File: src/rtl/stack_ctrl_pkg.sv
// Shared definitions for the stack-machine run/load controller.
//   cmd_op_e : host command opcodes carried on cmd_op
//   state_e  : controller sequencing states
//   OPC_*    : core instruction opcodes (instruction = {arg[7:0], opcode[3:0]})
//   *_DEF    : default address / instruction / data / counter widths
package stack_ctrl_pkg;

  localparam int AW_DEF = 8;
  localparam int IW_DEF = 12;
  localparam int DW_DEF = 8;
  localparam int CW_DEF = 16;

  typedef enum logic [2:0] {
    OP_LOAD_IMEM  = 3'd0,
    OP_WRITE_DMEM = 3'd1,
    OP_READ_DMEM  = 3'd2,
    OP_RUN        = 3'd3,
    OP_STEP       = 3'd4,
    OP_HALT       = 3'd5,
    OP_CLEAR      = 3'd6,
    OP_SET_BP     = 3'd7
  } cmd_op_e;

  typedef enum logic [2:0] {
    ST_IDLE    = 3'd0,
    ST_RUN     = 3'd1,
    ST_STEP    = 3'd2,
    ST_RD_WAIT = 3'd3,
    ST_DONE    = 3'd4
  } state_e;

  localparam logic [3:0] OPC_PUSH  = 4'd0;
  localparam logic [3:0] OPC_LOAD  = 4'd1;
  localparam logic [3:0] OPC_STORE = 4'd2;
  localparam logic [3:0] OPC_ADD   = 4'd3;
  localparam logic [3:0] OPC_SUB   = 4'd4;
  localparam logic [3:0] OPC_JF    = 4'd5;
  localparam logic [3:0] OPC_JB    = 4'd6;
  localparam logic [3:0] OPC_BEQ   = 4'd7;
  localparam logic [3:0] OPC_BNE   = 4'd8;
  localparam logic [3:0] OPC_BLE   = 4'd9;
  localparam logic [3:0] OPC_BLT   = 4'd10;
  localparam logic [3:0] OPC_HALT  = 4'd15;

endpackage

File: src/rtl/stack_run_ctrl_if.sv
// Host command / response channel of the run controller.
//   cmd_valid/cmd_ready : command handshake (accepted when both high)
//   cmd_op/addr/data    : command opcode, memory address, write data
//   rsp_valid/rsp_data  : one-cycle READ_DMEM response
// master = host side, slave = controller side.
interface stack_run_ctrl_if #(
  parameter int AW = 8,
  parameter int IW = 12,
  parameter int DW = 8
);
  logic          cmd_valid;
  logic          cmd_ready;
  logic [2:0]    cmd_op;
  logic [AW-1:0] cmd_addr;
  logic [IW-1:0] cmd_data;
  logic          rsp_valid;
  logic [DW-1:0] rsp_data;

  modport master (
    output cmd_valid, cmd_op, cmd_addr, cmd_data,
    input  cmd_ready, rsp_valid, rsp_data
  );

  modport slave (
    input  cmd_valid, cmd_op, cmd_addr, cmd_data,
    output cmd_ready, rsp_valid, rsp_data
  );
endinterface

File: src/rtl/stack_cycle_wdog.sv
// Fired-cycle counter with watchdog compare.
//   clk, rst_n : clock, synchronous active-low reset
//   clr        : zero the counter (wins over inc)
//   inc        : count one fired cycle
//   count      : current count, saturating
//   expired    : count has reached MAX_CYCLES (never when MAX_CYCLES is 0)
module stack_cycle_wdog #(
  parameter int             CW         = 16,
  parameter logic [CW-1:0]  MAX_CYCLES = 16'hFFFF
) (
  input  logic          clk,
  input  logic          rst_n,
  input  logic          clr,
  input  logic          inc,
  output logic [CW-1:0] count,
  output logic          expired
);

  // With the watchdog disabled the counter still must not wrap.
  localparam logic [CW-1:0] SAT_VAL = (MAX_CYCLES != '0) ? MAX_CYCLES : '1;

  logic [CW-1:0] count_reg;

  always_ff @(posedge clk) begin
    if (!rst_n || clr) begin
      count_reg <= '0;
    end else if (inc && (count_reg != SAT_VAL)) begin
      count_reg <= count_reg + CW'(1);
    end
  end

  assign count   = count_reg;
  assign expired = (MAX_CYCLES != '0) && (count_reg == MAX_CYCLES);

endmodule

File: src/rtl/stack_run_ctrl.sv
// Run/load controller for the 8-bit stack-machine core.
// Arbitrates the instruction/data memory ports between the host command
// channel and the core, and sequences RUN / STEP / HALT / CLEAR.
//   clk, rst_n          : clock, synchronous active-low reset
//   host (slave)        : command channel + READ_DMEM response
//   core_fire/core_clr  : core update enable / PC+SP clear pulse
//   core_guard/core_pc  : core has a legal instruction / current PC
//   host_sel            : 1 = memory ports owned by this block
//   imem_* / dmem_*     : host memory writes and data read address
//   busy/done/fault     : RUN or STEP / guard dropped / watchdog expired
//   cycle_count         : fired cycles of the current run sequence
// Optional: define STACK_RUN_CTRL_BREAKPOINT_EN to add cmd_op 7 (SET_BP)
// and the bp_hit output.
module stack_run_ctrl
  import stack_ctrl_pkg::*;
#(
  parameter int            AW         = AW_DEF,
  parameter int            IW         = IW_DEF,
  parameter int            DW         = DW_DEF,
  parameter int            CW         = CW_DEF,
  parameter logic [CW-1:0] MAX_CYCLES = 16'hFFFF
) (
  input  logic          clk,
  input  logic          rst_n,
  stack_run_ctrl_if.slave host,
  output logic          core_fire,
  output logic          core_clr,
  input  logic          core_guard,
  input  logic [AW-1:0] core_pc,
  output logic          host_sel,
  output logic          imem_we,
  output logic [AW-1:0] imem_addr,
  output logic [IW-1:0] imem_wdata,
  output logic          dmem_we,
  output logic [AW-1:0] dmem_addr,
  output logic [DW-1:0] dmem_wdata,
  output logic [AW-1:0] dmem_addr_rd,
  input  logic [DW-1:0] dmem_rdata,
  output logic          busy,
  output logic          done,
  output logic          fault,
  output logic [CW-1:0] cycle_count
`ifdef STACK_RUN_CTRL_BREAKPOINT_EN
  ,
  output logic          bp_hit
`endif
);

  state_e  state_reg, state_next;
  state_e  ret_reg, ret_next;       // state to return to after RD_WAIT
  logic    done_reg, done_next;
  logic    fault_reg, fault_next;
  // Set once a sequence has been paused (HALT, STEP, breakpoint); a later
  // RUN/STEP then continues the count instead of restarting it.
  logic    paused_reg, paused_next;
  logic    cnt_clr;
  logic    rd_acc;
  logic    wd_expired;
  cmd_op_e op;

  assign op = cmd_op_e'(host.cmd_op);

`ifdef STACK_RUN_CTRL_BREAKPOINT_EN
  logic [AW-1:0] bp_addr_reg, bp_addr_next;
  logic          bp_en_reg, bp_en_next;
  logic          bp_hit_reg, bp_hit_next;
  // Suppresses the breakpoint until the first fire after a RUN, so a run
  // started on the breakpoint address can leave it.
  logic          bp_skip_reg, bp_skip_next;
`else
  logic unused_pc;
  assign unused_pc = ^core_pc;
`endif

  stack_cycle_wdog #(
    .CW         (CW),
    .MAX_CYCLES (MAX_CYCLES)
  ) u_wdog (
    .clk     (clk),
    .rst_n   (rst_n),
    .clr     (cnt_clr),
    .inc     (core_fire),
    .count   (cycle_count),
    .expired (wd_expired)
  );

  always_ff @(posedge clk) begin
    if (!rst_n) begin
      state_reg  <= ST_IDLE;
      ret_reg    <= ST_IDLE;
      done_reg   <= 1'b0;
      fault_reg  <= 1'b0;
      paused_reg <= 1'b0;
    end else begin
      state_reg  <= state_next;
      ret_reg    <= ret_next;
      done_reg   <= done_next;
      fault_reg  <= fault_next;
      paused_reg <= paused_next;
    end
  end

`ifdef STACK_RUN_CTRL_BREAKPOINT_EN
  always_ff @(posedge clk) begin
    if (!rst_n) begin
      bp_addr_reg <= '0;
      bp_en_reg   <= 1'b0;
      bp_hit_reg  <= 1'b0;
      bp_skip_reg <= 1'b0;
    end else begin
      bp_addr_reg <= bp_addr_next;
      bp_en_reg   <= bp_en_next;
      bp_hit_reg  <= bp_hit_next;
      bp_skip_reg <= bp_skip_next;
    end
  end
  assign bp_hit = bp_hit_reg;
`endif

  always_comb begin
    state_next     = state_reg;
    ret_next       = ret_reg;
    done_next      = done_reg;
    fault_next     = fault_reg;
    paused_next    = paused_reg;
    cnt_clr        = 1'b0;
    rd_acc         = 1'b0;
    core_fire      = 1'b0;
    core_clr       = 1'b0;
    host_sel       = 1'b0;
    imem_we        = 1'b0;
    dmem_we        = 1'b0;
    host.cmd_ready = 1'b0;
    host.rsp_valid = 1'b0;
    busy           = (state_reg == ST_RUN) || (state_reg == ST_STEP);
`ifdef STACK_RUN_CTRL_BREAKPOINT_EN
    bp_addr_next   = bp_addr_reg;
    bp_en_next     = bp_en_reg;
    bp_hit_next    = bp_hit_reg;
    bp_skip_next   = bp_skip_reg;
`endif

    case (state_reg)
      ST_IDLE, ST_DONE: begin
        host.cmd_ready = 1'b1;
        host_sel       = 1'b1;
        if (host.cmd_valid) begin
          case (op)
            OP_LOAD_IMEM:  imem_we = 1'b1;
            OP_WRITE_DMEM: dmem_we = 1'b1;
            OP_READ_DMEM: begin
              rd_acc     = 1'b1;
              ret_next   = state_reg;
              state_next = ST_RD_WAIT;
            end
            OP_CLEAR: begin
              core_clr    = 1'b1;
              cnt_clr     = 1'b1;
              done_next   = 1'b0;
              fault_next  = 1'b0;
              paused_next = 1'b0;
              state_next  = ST_IDLE;
`ifdef STACK_RUN_CTRL_BREAKPOINT_EN
              bp_hit_next = 1'b0;
`endif
            end
            OP_RUN, OP_STEP: begin
              // From DONE these are accepted and dropped; CLEAR comes first.
              if (state_reg == ST_IDLE) begin
                cnt_clr    = !paused_reg;
                state_next = (op == OP_RUN) ? ST_RUN : ST_STEP;
`ifdef STACK_RUN_CTRL_BREAKPOINT_EN
                bp_hit_next  = 1'b0;
                bp_skip_next = (op == OP_RUN);
`endif
              end
            end
`ifdef STACK_RUN_CTRL_BREAKPOINT_EN
            OP_SET_BP: begin
              bp_addr_next = host.cmd_addr;
              bp_en_next   = host.cmd_data[0];
            end
`endif
            default: ;
          endcase
        end
      end

      ST_RD_WAIT: begin
        host_sel       = 1'b1;
        host.rsp_valid = 1'b1;
        state_next     = ret_reg;
      end

      ST_RUN: begin
        host.cmd_ready = (op == OP_HALT);
        // Priority: watchdog, then HALT, then completion, then breakpoint.
        if (wd_expired) begin
          fault_next = 1'b1;
          state_next = ST_DONE;
        end else if (host.cmd_valid && (op == OP_HALT)) begin
          paused_next = 1'b1;
          state_next  = ST_IDLE;
        end else if (!core_guard) begin
          done_next  = 1'b1;
          state_next = ST_DONE;
        end
`ifdef STACK_RUN_CTRL_BREAKPOINT_EN
        else if (bp_en_reg && !bp_skip_reg && (core_pc == bp_addr_reg)) begin
          bp_hit_next = 1'b1;
          paused_next = 1'b1;
          state_next  = ST_IDLE;
        end
`endif
        else begin
          core_fire = 1'b1;
`ifdef STACK_RUN_CTRL_BREAKPOINT_EN
          bp_skip_next = 1'b0;
`endif
        end
      end

      ST_STEP: begin
        if (wd_expired) begin
          fault_next = 1'b1;
          state_next = ST_DONE;
        end else if (!core_guard) begin
          done_next  = 1'b1;
          state_next = ST_DONE;
        end else begin
          core_fire   = 1'b1;
          paused_next = 1'b1;
          state_next  = ST_IDLE;
        end
      end

      default: state_next = ST_IDLE;
    endcase

    // While reset is held the outputs take their idle values immediately,
    // so a run stops firing in the reset cycle itself.
    if (!rst_n) begin
      core_fire      = 1'b0;
      core_clr       = 1'b0;
      imem_we        = 1'b0;
      dmem_we        = 1'b0;
      rd_acc         = 1'b0;
      busy           = 1'b0;
      host_sel       = 1'b1;
      host.cmd_ready = 1'b1;
      host.rsp_valid = 1'b0;
    end
  end

  assign imem_addr     = imem_we ? host.cmd_addr : '0;
  assign imem_wdata    = imem_we ? host.cmd_data : '0;
  assign dmem_addr     = dmem_we ? host.cmd_addr : '0;
  assign dmem_wdata    = dmem_we ? host.cmd_data[DW-1:0] : '0;
  assign dmem_addr_rd  = rd_acc ? host.cmd_addr : '0;
  assign host.rsp_data = host.rsp_valid ? dmem_rdata : '0;
  assign done          = done_reg;
  assign fault         = fault_reg;

endmodule
File: src/flat_wrapper.sv
// flat-port wrapper written by rule: the top's interface ports become plain ports
module stack_run_ctrl_flat import stack_ctrl_pkg::*;
#(
  parameter int            AW         = AW_DEF,
  parameter int            IW         = IW_DEF,
  parameter int            DW         = DW_DEF,
  parameter int            CW         = CW_DEF,
  parameter logic [CW-1:0] MAX_CYCLES = 16'hFFFF
)
  (clk, rst_n, core_fire, core_clr, core_guard, core_pc, host_sel, imem_we, imem_addr, imem_wdata, dmem_we, dmem_addr, dmem_wdata, dmem_addr_rd, dmem_rdata, busy, done, fault, cycle_count, host_cmd_valid, host_cmd_op, host_cmd_addr, host_cmd_data, host_cmd_ready, host_rsp_valid, host_rsp_data);
  stack_run_ctrl_if #(.AW(AW), .IW(IW), .DW(DW)) host_i ();
  input  logic clk;
  input  logic rst_n;
  output logic core_fire;
  output logic core_clr;
  input  logic core_guard;
  input  logic [AW-1:0] core_pc;
  output logic host_sel;
  output logic imem_we;
  output logic [AW-1:0] imem_addr;
  output logic [IW-1:0] imem_wdata;
  output logic dmem_we;
  output logic [AW-1:0] dmem_addr;
  output logic [DW-1:0] dmem_wdata;
  output logic [AW-1:0] dmem_addr_rd;
  input  logic [DW-1:0] dmem_rdata;
  output logic busy;
  output logic done;
  output logic fault;
  output logic [CW-1:0] cycle_count;
  input wire logic [$bits(host_i.cmd_valid)-1:0] host_cmd_valid;
  input wire logic [$bits(host_i.cmd_op)-1:0] host_cmd_op;
  input wire logic [$bits(host_i.cmd_addr)-1:0] host_cmd_addr;
  input wire logic [$bits(host_i.cmd_data)-1:0] host_cmd_data;
  output wire logic [$bits(host_i.cmd_ready)-1:0] host_cmd_ready;
  output wire logic [$bits(host_i.rsp_valid)-1:0] host_rsp_valid;
  output wire logic [$bits(host_i.rsp_data)-1:0] host_rsp_data;
  assign host_i.cmd_valid = host_cmd_valid;
  assign host_i.cmd_op = host_cmd_op;
  assign host_i.cmd_addr = host_cmd_addr;
  assign host_i.cmd_data = host_cmd_data;
  assign host_cmd_ready = host_i.cmd_ready;
  assign host_rsp_valid = host_i.rsp_valid;
  assign host_rsp_data = host_i.rsp_data;
  stack_run_ctrl #(.AW(AW), .IW(IW), .DW(DW), .CW(CW), .MAX_CYCLES(MAX_CYCLES)) u_core (.clk(clk), .rst_n(rst_n), .host(host_i), .core_fire(core_fire), .core_clr(core_clr), .core_guard(core_guard), .core_pc(core_pc), .host_sel(host_sel), .imem_we(imem_we), .imem_addr(imem_addr), .imem_wdata(imem_wdata), .dmem_we(dmem_we), .dmem_addr(dmem_addr), .dmem_wdata(dmem_wdata), .dmem_addr_rd(dmem_addr_rd), .dmem_rdata(dmem_rdata), .busy(busy), .done(done), .fault(fault), .cycle_count(cycle_count));
endmodule
File: config.mk
export PLATFORM = sky130hd
export DESIGN_NAME = stack_run_ctrl_flat
export DESIGN_NICKNAME = d
export VERILOG_FILES = /design/src/rtl/stack_ctrl_pkg.sv /design/src/rtl/stack_run_ctrl_if.sv /design/src/rtl/stack_cycle_wdog.sv /design/src/rtl/stack_run_ctrl.sv /design/src/flat_wrapper.sv
export SDC_FILE = /design/constraint.sdc
export NUM_CORES = 1
export LEC_CHECK = 0
export ABC_AREA = 0
export CAP_MARGIN = 5
export CORE_MARGIN = 2
export CORE_UTILIZATION = 39
export DETAILED_ROUTE_END_ITERATION = 12
export GPL_ROUTABILITY_DRIVEN = 0
export MAX_ROUTING_LAYER = met4
export PLACE_DENSITY = 0.86
export SLEW_MARGIN = 20
export SYNTH_ARGS = -nofsm -noshare
export SYNTH_HDL_FRONTEND = slang
export SYNTH_SLANG_ARGS = --single-unit
File: constraint.sdc
create_clock -name clk -period 2.8 [get_ports clk]
set_input_delay 0.56 -clock clk [delete_from_list [all_inputs] [get_ports clk]]
set_output_delay 0.56 -clock clk [all_outputs]
set_load 0.02 [all_outputs]
# Yosys cells after proc, flatten, opt, wreduce, memory -nomap -nowiden
# Index checks and enable logic that the tools add are counted.
# totals
n_memories	0
ramBits	0
elab_cells	112
inputBits	43
romBits	0
reg_bits	25
latch_bits	0
output_inout_bits	78
# classes
bitwise_logic	0
n_mul	0
shift	0
n_reduce_logical	19
eq_ne	23
div_mod_pow	0
n_mux	63
addsub	1
magnitude_cmp	0
# op_table
operator	count
1-bit 2-to-1 mux	41
8-bit 2-to-1 mux	5
3-bit 2-to-1 mux	7
16-bit by 1-bit adder with 16-bit output (second input constant)	1
16-bit equality test (second input constant)	1
16-bit != test (second input constant)	1
2-bit != test (second input constant)	7
3-bit by 2-bit equality test with 1-bit output (second input constant)	4
3-bit equality test (second input constant)	4
12-bit 2-to-1 mux	1
3-bit one-hot mux with 4 select lines	1
3-bit one-hot mux with 3 select lines	1
4-bit != test (second input constant)	2
1-bit one-hot mux with 2 select lines	4
4-bit AND reduction	2
7-bit AND reduction	1
3-bit by 1-bit equality test with 1-bit output (second input constant)	2
3-bit logical NOT	2
1-bit one-hot mux with 3 select lines	2
6-bit AND reduction	1
2-bit OR reduction	3
3-bit by 2-bit != test with 1-bit output (second input constant)	1
3-bit AND reduction	1
3-bit nonzero test	1
other kinds (7)	10

# Longest topological paths before layout
# Gate-level depths: netlist of run 1.
# depth
depth_word	7
ltp_mapped	7
depth_no_buf	7

# Modules after synthesis
# Synthesis of run 1 repeated with hierarchy kept, for this count alone.
# unflattened
cells_unflattened	236
hier_area_um2	1813.0
# modules_own_cells
mod	instances	seq_area_each_um2	area_each_um2	cells_per_inst
stack_run_ctrl	1	180.2	955.9	132
stack_cycle_wdog	1	320.3	857.1	104

# Least setup slack after synthesis of run 1
# No wires, ideal clock.
# synth_timing
path_kind	in2out
startpoint	input port rst_n
endpoint	output port imem_addr[0]
required_ns	2.240
t_arrival_ns	1.946
cell_stages	7
n_path_buf	2
path_slack_ns	0.294
path_cell_list	clkbuf_1 -> inv_1 -> nor2_1 -> nand3_1 -> nor2_1 -> clkbuf_1 -> and2_1
# synth_via
elab_chain_cells	2
# synth_lines
element	line_no	text
start: declaration	flat_wrapper.sv:13	input logic rst_n;
1-bit 2-to-1 mux	stack_run_ctrl.sv:242	if (!rst_n) begin
net imem_we	flat_wrapper.sv:19	output logic imem_we;
8-bit 2-to-1 mux	stack_run_ctrl.sv:255	assign imem_addr = imem_we ? host.cmd_addr : '0;
end: declaration	flat_wrapper.sv:20	output logic [AW-1:0] imem_addr;
# The timed path passes the listed nets, and every way through them passes these cells.

# Worst setup path after layout of run 1
# layout_timing
startpoint	input port rst_n
endpoint	output port host_rsp_valid
# layout_via
elab_chain_cells	1
# layout_lines
element	line_no	text
1-bit 2-to-1 mux	stack_run_ctrl.sv:242	
end: declaration	flat_wrapper.sv:36	output wire logic [$bits(host_i.rsp_valid)-1:0] host_rsp_valid;
# No other way between the ends.

==> results of run 1 <==
[synthesized netlist by cell type, drive strengths merged (3+ instances only)]
| cell | instances | area [um^2] |
|---|---|---|
| and2 | 54 | 338 |
| dfxtp | 25 | 500 |
| nor2 | 20 | 77.6 |
| nand2 | 16 | 60.1 |
| nand3 | 15 | 80.1 |
| a21oi | 12 | 67.6 |
| nand4 | 10 | 68.8 |
| nor4 | 8 | 50.1 |
| clkbuf | 7 | 28.8 |
| buf | 6 | 42.5 |
| nor3 | 6 | 30.0 |
| o31ai | 6 | 45.0 |
| xor2 | 5 | 43.8 |
| a21o | 4 | 31.3 |
| and3 | 3 | 18.8 |
| inv | 3 | 11.3 |
| mux2i | 3 | 30.0 |
| nand2b | 3 | 18.8 |
| nand3b | 3 | 22.5 |
| nor2b | 3 | 18.8 |
| o21ai | 3 | 15.0 |
| o41ai | 3 | 26.3 |
| or3b | 3 | 26.3 |
| or4 | 3 | 30.0 |
[layer usage]
metal,vias to the layer above,share of wire,GRT usage
met2,114,0.50,0.414
met5,-,0,-
met4,0,0.037,0.0967
met3,17,0.083,0.0387
li1,1122,-,-
met1,1050,0.38,0.266
[area by class of cell]
| type | instances | area, um^2 |
|---|---|---|
| clock buffers | 3 | 41.3 |
| clock inverters | 1 | 5.00 |
| fillers | 415 | 1680 |
| inverters | 3 | 11.3 |
| multi-input cells | 202 | 1280 |
| flip-flops and latches | 25 | 500 |
| well taps | 54 | 67.6 |
| repair buffers | 136 | 1070 |
[worst max-delay path by stage]
| stage | start | to | slack, ps | cells after the start |
|---|---|---|---|---|
| 6_report | rst_n | host_rsp_valid | 80 | 6 |
| 4_1_cts | host_cmd_op[2] | imem_wdata[9] | 6 | 8 |
| 2_1_floorplan | rst_n | imem_addr[0] | 290 | 7 |
| 3_3_place_gp | host_cmd_op[0] | dmem_addr_rd[4] | -340 | 5 |
| 5_1_grt | rst_n | host_rsp_valid | 10 | 6 |
| 3_5_place_dp | host_cmd_valid | dmem_addr_rd[4] | -350 | 6 |
[report_power, final]
part	switching, mW	internal [mW]	leakage, nW
Combinational	0.200	0.183	1.12
Sequential	0.0158	0.374	0.202
Clock	0.114	0.0997	0.0255
Total	0.331	0.657	1.35
[critical path, cell delays in order]
cell and delay (ps):
clkdlybuf4s50_1 520, inv_1 70, buf_4 170, nor2_1 100
buf_4 140, clkdlybuf4s50_1 610
[cell families after synthesis]
kind of cell | share of synthesized area
compound gates | 0.137
xor+xnor | 0.0282
fa+ha+maj | 0.00671
buf+inv | 0.0443
flops | 0.269
mux | 0.0161
simple gates | 0.499
[per-stage QoR]
stage	instances	instance area [um^2]
CTS	424	3140
global placement	420	3160
floorplan	243	1860
detailed placement	420	3160
finish	424	2980
global route	424	2980
==> metrics.txt, run 1 <==
first-pass GRT wire length=about 9800 um; RR Endpoint=u_core.u_wdog.count[13]; Slew headroom=0.658; PnR worst setup slack=83.2 ps; Final nets=415; Die Ht=73.1 um; Place WS=-354 ps; Root Driver=clkbuf_8; # resized after CTS=between 50 and 60; commonest cells after routing, fill and taps aside=and2_1 (54), clkdlybuf4s50_1 (54), clkbuf_2 (43), buf_4 (25), dfxtp_1 (25); crit path time final=approximately 2700 ps; RR Startpoint=u_core.u_wdog.count[0]; antenna-violating nets left=0; synthesis-to-finish area growth=60.1%; hold path depth=1; number of buffers created by CTS=3; Seq/Total Area, Yosys=0.269; max-cap violations=0; number of setup violations in the final report=0; Slew Limit Fails=0; io pins=121; reg2reg setup slack=~520 ps; routed wire length=6270 um; measured slew at the worst slew-check pin=509 ps; DP Wirelength=a little over 5000 um; # rows=25; Core Area=about 0.0047 mm^2; initial antenna violation count=0; Vias per Instance=5.43; period utilisation layout=0.970; largest net degree at the start of global routing=22; Worst Setup End Kind=output pin; status=completed; DR vias=2303; routed length per instance=~15 um; # DRC=0; Post-CTS Setup Inserts=0; starting density of the core=0.400; crit start category=primary input; Hold Violations, Final=0; deepest clock path buffer count=2; Syn Nets=287; RSZ-0062 raised after global routing=false; worst hold endpoint=u_core.done; peak supply drop=0.213 mV; predominant post-synthesis flop cell=dfxtp_1; FF-to-FF path depth=8; average cell area after synthesis=7.67 um^2; worst path arrival time=2160 ps; Syn Inst Count=243; Post-synth EDFFs=0; Ant. Diodes=0; Die Wd=~73 um; 1st-iter DRT viols=between 100 and 150; global-route usage over all layers=0.237; clk_lat worst skew=270 ps; Die ar.=0.00535 mm^2; clock sinks=25; Critical Path RT=2240 ps; Worst Hold Slack=462 ps; CTS tree=done; final setup TNS=0 ps; Final Util=0.640; Synth Warn #=0; skew final=5.24 ps; hold_buf cts=0; Peak Freq=368 MHz; Distinct cells, synth=50; Min-Delay Path Class=reg2reg; H-tree depth=1; async set-reset flop share out of synthesis=0; PD cells=331 mW/mm^2; Remaining Overflow, GRT=0; FF+latch count, synth=25; layout cell share with drive strength beyond 1=0.241; Reg clk slew, reported paths=80 ps; drt first pass iters=4; max reg flops=16; Max FO, Critical Path=9; leakage=1.35 nW; number of global-route vias before repair=2233; Final Total Pwr=988 uW; Synth Cell Area=0.00186 mm^2; WS Path Type=in2out; Buffers on Ports=between 100 and 150; Hold Startpoint=u_core.done
Power figures use the tool's default switching activity.
==> run 2, diff against run 1 <==
Settings changed: CORE_ASPECT_RATIO from default to 1.4, CORE_MARGIN 2 to 3, HOLD_SLACK_MARGIN from default to 0.1.
==> run 2 against run 1 <==
Against the previous run: routed wire length up 10%; worst setup slack worse by 36 ps; clock skew up 5.6 ps; critical path depth unchanged; count of clock-buffer cells in the layout up 1; critical endpoint is now dmem_addr_rd[1]; largest power group is now combinational cells.
==> metrics.txt, run 2 (same netlist as run 1, synthesis figures left out) <==
Ant. Diodes=0 (unchanged); hold_buf cts=0 (unchanged); drt first pass iters=4 (unchanged); starting density of the core=0.407 (+0.00777); Max FO, Critical Path=8 (-1); 1st-iter DRT viols=353 (+140%); initial antenna violation count=0 (unchanged); CTS tree=done; peak supply drop=0.185 mV (-13%); Final nets=422 (+1.7%); Core Area=0.00457 mm^2 (-1.9%); Slew Limit Fails=0 (unchanged); Worst Hold Slack=483 ps (+20.6 ps); number of buffers created by CTS=3 (unchanged); Buffers on Ports=112 (unchanged); reg2reg setup slack=580 ps (+60 ps); # DRC=0 (unchanged); crit start category=primary input; number of global-route vias before repair=2333 (+4.5%); Post-CTS Setup Inserts=0 (unchanged); period utilisation layout=0.983 (+0.0129); Die Ht=87.8 um (+20%); Die Wd=64.4 um (-12%); Place WS=-420 ps (-66.3 ps); Hold Startpoint=u_core.paused_reg; status=completed; worst hold endpoint=u_core.paused_reg; PD cells=329 mW/mm^2 (-0.58%); measured slew at the worst slew-check pin=769 ps (+261 ps); crit path time final=2750 ps (+36.0 ps); DP Wirelength=5500 um (+8.6%); WS Path Type=in2out; antenna-violating nets left=0 (unchanged); RR Startpoint=u_core.u_wdog.count[0]; H-tree depth=1 (unchanged); Die ar.=0.00565 mm^2 (+5.8%); FF-to-FF path depth=7 (-1); commonest non-fill, non-tap cell in the layout=and2_1; RR Endpoint=u_core.u_wdog.count[13]; largest net degree at the start of global routing=22 (unchanged); PnR worst setup slack=47.2 ps (-36.0 ps); leakage=1.41 nW (+4.3%); first-pass GRT wire length=10600 um (+8.1%); io pins=121 (unchanged); global-route usage over all layers=0.245 (+0.00814); Root Driver=clkbuf_8; # rows=29 (+16%); DR vias=2383 (+3.5%); Critical Path RT=2240 ps (about the same); max reg flops=16 (unchanged); Vias per Instance=5.43 (about the same); hold path depth=1 (unchanged); Remaining Overflow, GRT=0 (unchanged); synthesis-to-finish area growth=65.0%; clk_lat worst skew=280 ps (about the same); routed wire length=6900 um (+10%); skew final=10.9 ps (+5.64 ps); number of setup violations in the final report=0 (unchanged); worst path arrival time=2190 ps (+30 ps); Worst Setup End Kind=output pin; deepest clock path buffer count=2 (unchanged); Min-Delay Path Class=reg2reg; Slew headroom=0.482 (-0.175); Hold Violations, Final=0 (unchanged); layout cell share with drive strength beyond 1=0.257 (+0.0168); RSZ-0062 raised after global routing=false; Peak Freq=363 MHz (-1.3%); routed length per instance=15.7 um (+6.4%); Reg clk slew, reported paths=80 ps (about the same); max-cap violations=0 (unchanged); clock sinks=25 (unchanged); commonest cells after routing, fill and taps aside=and2_1 (54), clkdlybuf4s50_1 (52), clkbuf_2 (35), buf_4 (29), dfxtp_1 (25)
==> run 2: what timing repair did <==
action / 4_1_cts / 5_1_grt
gates cloned: 0 / 1
resized for setup: 84 / 78
setup endpoints to repair: 57 / 47
pin swaps: 0 / 1
==> run 2: stage by stage <==
stage               area (um^2)  setup TNS [ps]  std cells   util  power (mW)
floorplan                  1860               0        243      -       0.618
global placement           3220          -10800        434  0.703       0.798
detailed placement         3220          -12750        434  0.703       0.804
CTS                        3230               0        438  0.706        1.01
global route               3070               0        439  0.672        1.05
finish                     3070               0        439  0.672        1.01
==> run 2: layout make-up <==
class                   instances  area (um^2)
well taps                      62         77.6
inverters                       3         11.3
flip-flops and latches         25          500
clock buffers                   4         45.0
repair buffers                143         1150
multi-input cells             202         1290
fillers                       418         1500
==> run 2: how the worst max path moves through the flow <==
stage / start / to / slack, ps
after floorplan: rst_n / imem_addr[0] / 290
after global placement: host_cmd_op[1] / dmem_addr_rd[5] / -340
after detailed placement: host_cmd_op[1] / dmem_addr_rd[6] / -420
after CTS: host_cmd_op[0] / core_clr / 0.6
after global routing: host_cmd_valid / dmem_addr_rd[1] / 0.1
final: host_cmd_valid / dmem_addr_rd[1] / 50
==> run 2: power breakdown <==
| part | internal [mW] | switching [mW] | leakage [nW] |
|---|---|---|---|
| Combinational | 0.188 | 0.210 | 1.18 |
| Sequential | 0.374 | 0.0164 | 0.202 |
| Clock | 0.102 | 0.122 | 0.0228 |
| Total | 0.665 | 0.347 | 1.41 |
==> run 2: layer usage <==
metal / GRT usage / vias up / wire, um
li1: - / 1139 / -
met1: 0.262 / 1081 / 2490
met2: 0.456 / 141 / 3550
met3: 0.0372 / 22 / 692
met4: 0.0846 / 0 / 174
met5: - / - / 0
==> run 2: critical path, cell delays in order <==
cell             delay [ps]
clkdlybuf4s50_1         490
nand2_1                  70
or4_4                   460
nor2_4                  200
and2_1                  150
clkdlybuf4s15_2         260
